==> src/rtl/s2p_window.sv <==
// Serial-to-parallel sliding-window buffer: collects samples into an N-wide window
// and emits it every STRIDE samples, with ready/valid handshakes on both sides.
module s2p_window #(
   parameter int unsigned DATA_WIDTH   = 12,
   parameter int unsigned NUM_ELEMENTS = 5,
   parameter int unsigned STRIDE       = 1
) (
   input  logic                  clk,
   input  logic                  rst,
   output logic                  s2p_ready_in,
   input  logic                  s2p_valid_in,
   input  logic [DATA_WIDTH-1:0] s2p_serial_in,
   input  logic                  s2p_last_in,
   input  logic                  s2p_ready_out,
   output logic                  s2p_valid_out,
   output logic [DATA_WIDTH-1:0] s2p_parallel_out [0:NUM_ELEMENTS-1],
   output logic                  s2p_last_out
);

   localparam int unsigned FW = $clog2(NUM_ELEMENTS + 1);
   localparam int unsigned SW = $clog2(STRIDE) + 1;

   typedef enum logic {FILL, STREAM} state_t;

   state_t                r_state, w_state_nxt;
   logic [DATA_WIDTH-1:0] r_win       [0:NUM_ELEMENTS-1];
   logic [DATA_WIDTH-1:0] w_win_shift [0:NUM_ELEMENTS-1];
   logic [FW-1:0]         r_fill;
   logic [SW-1:0]         r_stride;
   logic                  w_acc;
   logic                  w_emit;
   logic                  w_stride_wrap;

   assign s2p_ready_in  = !s2p_valid_out || s2p_ready_out;
   assign w_acc         = s2p_valid_in && s2p_ready_in;
   assign w_stride_wrap = (r_stride == SW'(STRIDE - 1));

   always_comb begin
      for (int unsigned i = 0; i < NUM_ELEMENTS - 1; i++)
         w_win_shift[i] = r_win[i+1];
      w_win_shift[NUM_ELEMENTS-1] = s2p_serial_in;
   end

   always_comb begin
      w_emit      = 1'b0;
      w_state_nxt = r_state;
      if (w_acc) begin
         case (r_state)
            FILL: begin
               if (r_fill == FW'(NUM_ELEMENTS - 1)) begin
                  w_emit      = 1'b1;
                  w_state_nxt = STREAM;
               end
            end
            STREAM: begin
               if (w_stride_wrap)
                  w_emit = 1'b1;
            end
            default: w_state_nxt = FILL;
         endcase
         // last closes the frame after any emit on the same beat
         if (s2p_last_in)
            w_state_nxt = FILL;
      end
   end

   always_ff @(posedge clk) begin
      if (rst)
         r_state <= FILL;
      else
         r_state <= w_state_nxt;
   end

   always_ff @(posedge clk) begin
      if (rst) begin
         for (int unsigned i = 0; i < NUM_ELEMENTS; i++)
            r_win[i] <= '0;
         r_fill   <= '0;
         r_stride <= '0;
      end else if (w_acc) begin
         if (s2p_last_in) begin
            for (int unsigned i = 0; i < NUM_ELEMENTS; i++)
               r_win[i] <= '0;
            r_fill   <= '0;
            r_stride <= '0;
         end else begin
            for (int unsigned i = 0; i < NUM_ELEMENTS; i++)
               r_win[i] <= w_win_shift[i];
            if (r_fill != FW'(NUM_ELEMENTS))
               r_fill <= r_fill + 1'b1;
            if (r_state == FILL || w_stride_wrap)
               r_stride <= '0;
            else
               r_stride <= r_stride + 1'b1;
         end
      end
   end

   always_ff @(posedge clk) begin
      if (rst) begin
         for (int unsigned i = 0; i < NUM_ELEMENTS; i++)
            s2p_parallel_out[i] <= '0;
         s2p_valid_out <= 1'b0;
         s2p_last_out  <= 1'b0;
      end else if (w_emit) begin
         for (int unsigned i = 0; i < NUM_ELEMENTS; i++)
            s2p_parallel_out[i] <= w_win_shift[i];
         s2p_valid_out <= 1'b1;
         s2p_last_out  <= s2p_last_in;
      end else if (s2p_ready_out) begin
         s2p_valid_out <= 1'b0;
      end
   end

endmodule
==> config.mk <==
export PLATFORM = sky130hd
export DESIGN_NAME = s2p_window
export DESIGN_NICKNAME = d
export VERILOG_FILES = /design/src/rtl/s2p_window.sv
export SDC_FILE = /design/constraint.sdc
export NUM_CORES = 1
export LEC_CHECK = 0
export CORE_AREA = 2 2 105 107
export DETAILED_ROUTE_END_ITERATION = 12
export DIE_AREA = 0 0 107 109
export PLACE_DENSITY = 0.74
export SLEW_MARGIN = 20
export SYNTH_ARGS = -nofsm -noshare
export SYNTH_HDL_FRONTEND = slang
export SYNTH_SLANG_ARGS = --single-unit
==> constraint.sdc <==
create_clock -name clk -period 2.14 [get_ports clk]
set_input_delay 0.214 -clock clk [delete_from_list [all_inputs] [get_ports clk]]
set_output_delay 0.214 -clock clk [all_outputs]
set_load 0.02 [all_outputs]
==> flow_summary.rst, run 1 <==
.. list-table::
   :header-rows: 1

   * - Metric
     - Value
   * - Run status
     - complete, no violations
   * - Reg2Reg Setup Slack
     - 0.45 ns
   * - Initial standard-cell utilization of the core
     - 46.47%
   * - Worst ir drop on vdd
     - roughly 0.47 mV
   * - Top cells by area, synth
     - edfxtp_1, dfxtp_1, nand2b_1, mux2i_1, and2_1
   * - Reg-to-Reg End
     - s2p_parallel_out[27]$_SDFFE_PP0P_
   * - Count of buffers from port buffering
     - between 70 and 80
   * - Number of levels in the clock H-tree
     - 4
   * - Unrepaired setup endpoints after global routing
     - no
   * - Post-synthesis cell area
     - roughly 0.0049 sq mm
   * - Critical path start-end classification
     - reg2out
   * - Post-detailed-routing wire length
     - 8.510 mm
   * - Number of clock sinks
     - ~120
   * - Initial drt markers
     - between 100 and 150
   * - Buffer depth of the longest clock path
     - 2
   * - Arrival time at the worst endpoint
     - between 1.5 and 2 ns
   * - EDFF count, synth
     - 48
   * - CTS resizes
     - 0
   * - Worst Setup SP
     - s2p_valid_out$_SDFFE_PP0P_
   * - Area Overhead vs Synth
     - 28.42%
   * - List of most frequent post-synthesis cells
     - nand2b_1, dfxtp_1, mux2i_1
   * - Sequential-to-total area share from yosys stat
     - between 50 and 60%
   * - Routed len/inst
     - 13.40 um
   * - Ratio of cells with drive above 1 in the final layout
     - under 10%
   * - TritonCTS clock tree
     - yes
   * - Half-perimeter wire length after detailed placement
     - ~5.2 mm
   * - Synth Register Bits
     - 115
   * - Setup-failing EPs final
     - 0
   * - Shortest period the worst path allows
     - between 1.5 and 2 ns
   * - Critical path required time
     - between 1.5 and 2 ns
   * - Area share of the leading cell type in the synthesized netlist
     - between 20 and 30%
   * - Achievable Freq
     - around 520 MHz
   * - Setup bufs post-CTS
     - 0
   * - First-pass GRT wire length
     - approximately 14 mm
   * - Worst Path Max Fanout
     - 10
   * - Vertical die dimension
     - around 110 um
   * - Total global-route track usage
     - roughly 16%
   * - Cell Count Post-Placement
     - 603
   * - Mapped Avg Cell Area
     - between 10 and 15 sq um
   * - Post-Route Setup TNS
     - 0 ns
   * - Number of buffers inserted during clock tree synthesis
     - 17
   * - Worst Setup End Kind
     - output pin
   * - Number of cell rows
     - 38
   * - Total Die Area
     - 0.01166 sq mm
   * - Top-level I/O count
     - 80
   * - Synthesized netlist net count
     - ~430
   * - Async set-reset flop share out of synthesis
     - 0%
   * - Worst Setup Slack post-DPL
     - 0.2469 ns
   * - Worst rel slew slack
     - ~74%
   * - Clock Root Buffer
     - clkbuf_8
   * - Number of design rule violations left after detail routing
     - 0
   * - Final clock period utilization by the worst path
     - between 90% and 100%
   * - Count of mapped cells out of synthesis
     - around 410
   * - Maximum clock skew at final layout
     - ~0.013 ns
   * - Most common cell in the netlist
     - nand2b_1
   * - Clk_lat worst skew
     - 0.50 ns
   * - Number of standard cells in the layout, taps in and fillers out
     - roughly 640
   * - Floorplan die width
     - roughly 110 um
   * - Cell area power density
     - 826.6 mW/mm^2
   * - Yosys warning total
     - 0
   * - Max cap viols
     - 0
   * - Number of cells on the worst reg-to-reg path
     - 6
   * - Most used flip-flop cell after synthesis
     - dfxtp_1
   * - Worst Max-Slew Pin Slew
     - approximately 0.38 ns
   * - Filler instances
     - ~860
   * - Cell accounting for the most synthesized area
     - edfxtp_1
   * - Setup slack after layout
     - 0.1989 ns
   * - End of the critical path
     - s2p_ready_in
   * - Reg clk slew, reported paths
     - around 0.06 ns
   * - Startpoint types
     - flip-flop
   * - Number of diodes
     - 0
   * - Placer's final routability congestion estimate
     - 0.7620
   * - Residual antenna-violating net count after detailed routing
     - 0
   * - Number of buffers inserted for hold repair after clock tree synthesis
     - 0
   * - Remaining global-route overflow
     - 0
   * - Core box area
     - between 0.01 and 0.015 sq mm
   * - Count of endpoints failing hold in the final timing report
     - 0
   * - Number of antenna violations at the first check in global routing
     - 0
   * - Worst flop-to-flop path startpoint
     - r_fill[0]$_SDFFE_PP0P_
   * - Netlist cell types
     - 32
   * - HP Start
     - rst
   * - Layout Nets
     - about 500
   * - Vias per inst
     - approximately 4.7
   * - Slew Viols, Final
     - 0
   * - Vias in the first global route
     - ~3000
   * - Pre-Repair DR Iteration Count
     - 4
   * - HP Class
     - in2reg
   * - Multi-input combinational cell area
     - 0.001912 sq mm
   * - Vias
     - roughly 3000
   * - Sequential cell area
     - approximately 0.0028 sq mm
   * - Leakage power
     - between 2 and 2.5 nW
   * - Maximum number of pins on one net before global-route repair
     - roughly 120
report_power, final:
group	leakage [nW]	total (mW)	switching (mW)	internal, mW
clock network	0.269	2.68	0.921	1.76
logic	0.841	0.185	0.0885	0.0969
registers	1.07	2.37	0.0254	2.34
total	2.18	5.23	1.04	4.20
layout make-up:
class                           instances  share of cell area (%)
Timing Repair Buffer                   84                   13.80
Multi-Input combinational cell        259                   30.22
Inverter                                5                  0.2966
Tap cell                              140                   2.768
Sequential cell                       115                   43.98
Clock buffer                           21                   6.783
Clock inverter                         11                   2.155
registers in the layout, indices dropped and copies added, names as in the netlist:
register,cells
r_stride,1
s2p_last_out,1
s2p_parallel_out,60
s2p_valid_out,1
r_state,1
r_win,48
r_fill,3
logic make-up (layout without fill, tap and decap cells):
family / Yosys count / count (layout) / synth area share (%)
AOI/OAI and AO/OA: 14 / 14 / 2.057
buffers and inverters: 32 / 121 / 4.901
adders and majority gates: 3 / 3 / 0.7619
DFF: 115 / 115 / 56.48
muxes: 61 / 61 / 12.39
and+or+nand+nor: 181 / 181 / 23.41
critical path: stages (launching register included):
cell and delay, ns:
dfxtp_1 0.31, nor2b_4 0.14, inv_2 0.15, clkdlybuf4s50_1 0.63
placed cells by master (no fill, tap or decap), types with 2 or more instances in the layout:
master,n
nand2b_1,122
clkdlybuf4s50_1,78
dfxtp_1,67
mux2i_1,61
and2_1,48
edfxtp_1,48
clkbuf_16,16
clkinv_2,4
clkbuf_1,4
buf_12,4
inv_1,3
ha_1,3
clkinvlp_4,3
bufinv_16,3
inv_2,2
nor2b_1,2
o21ai_0,2
nand2_1,2
nand4_1,2
a21oi_1,2
a31oi_1,2
per-stage QoR:
stage | hold slack [ns] | instance area (sq um) | power (mW) | util (%)
floorplan | 0.3243 | 4928 | 2.526 | -
global route | 0.02199 | 6327 | 5.416 | 59.68
global placement | 0.4200 | 5762 | 2.594 | 54.34
CTS | 0.01047 | 6327 | 5.283 | 59.68
finish | 0.03926 | 6327 | 5.230 | 59.68
detailed placement | 0.4324 | 5762 | 2.601 | 54.34
metal layers:
| layer | routed length [um] | vias up | GRT usage (%) |
|---|---|---|---|
| met5 | 0 | - | 0 |
| met2 | 4111 | 91 | 24.66 |
| met3 | 599 | 8 | 7.113 |
| met4 | 63 | 0 | 4.731 |
| met1 | 3736 | 1406 | 19.02 |
| li1 | - | 1508 | - |
worst min path at each step:
stage	cells past startpoint	to	slack [ns]
finish	2	r_fill[1]$_SDFFE_PP0P_	0.04
global route	2	r_fill[1]$_SDFFE_PP0P_	0.02
CTS	2	s2p_valid_out$_SDFFE_PP0P_	0.01
detailed placement	2	r_stride$_SDFFE_PP0P_	0.43
global placement	2	r_stride$_SDFFE_PP0P_	0.42
floorplan	1	r_fill[0]$_SDFFE_PP0P_	0.32
Power figures use the tool's default switching activity.
==> run 2, diff against run 1 <==
- GPL_ROUTABILITY_DRIVEN: unset -> 1
==> results of run 2 <==
No change in the layout: final DEF, timing and power equal those of run 1.
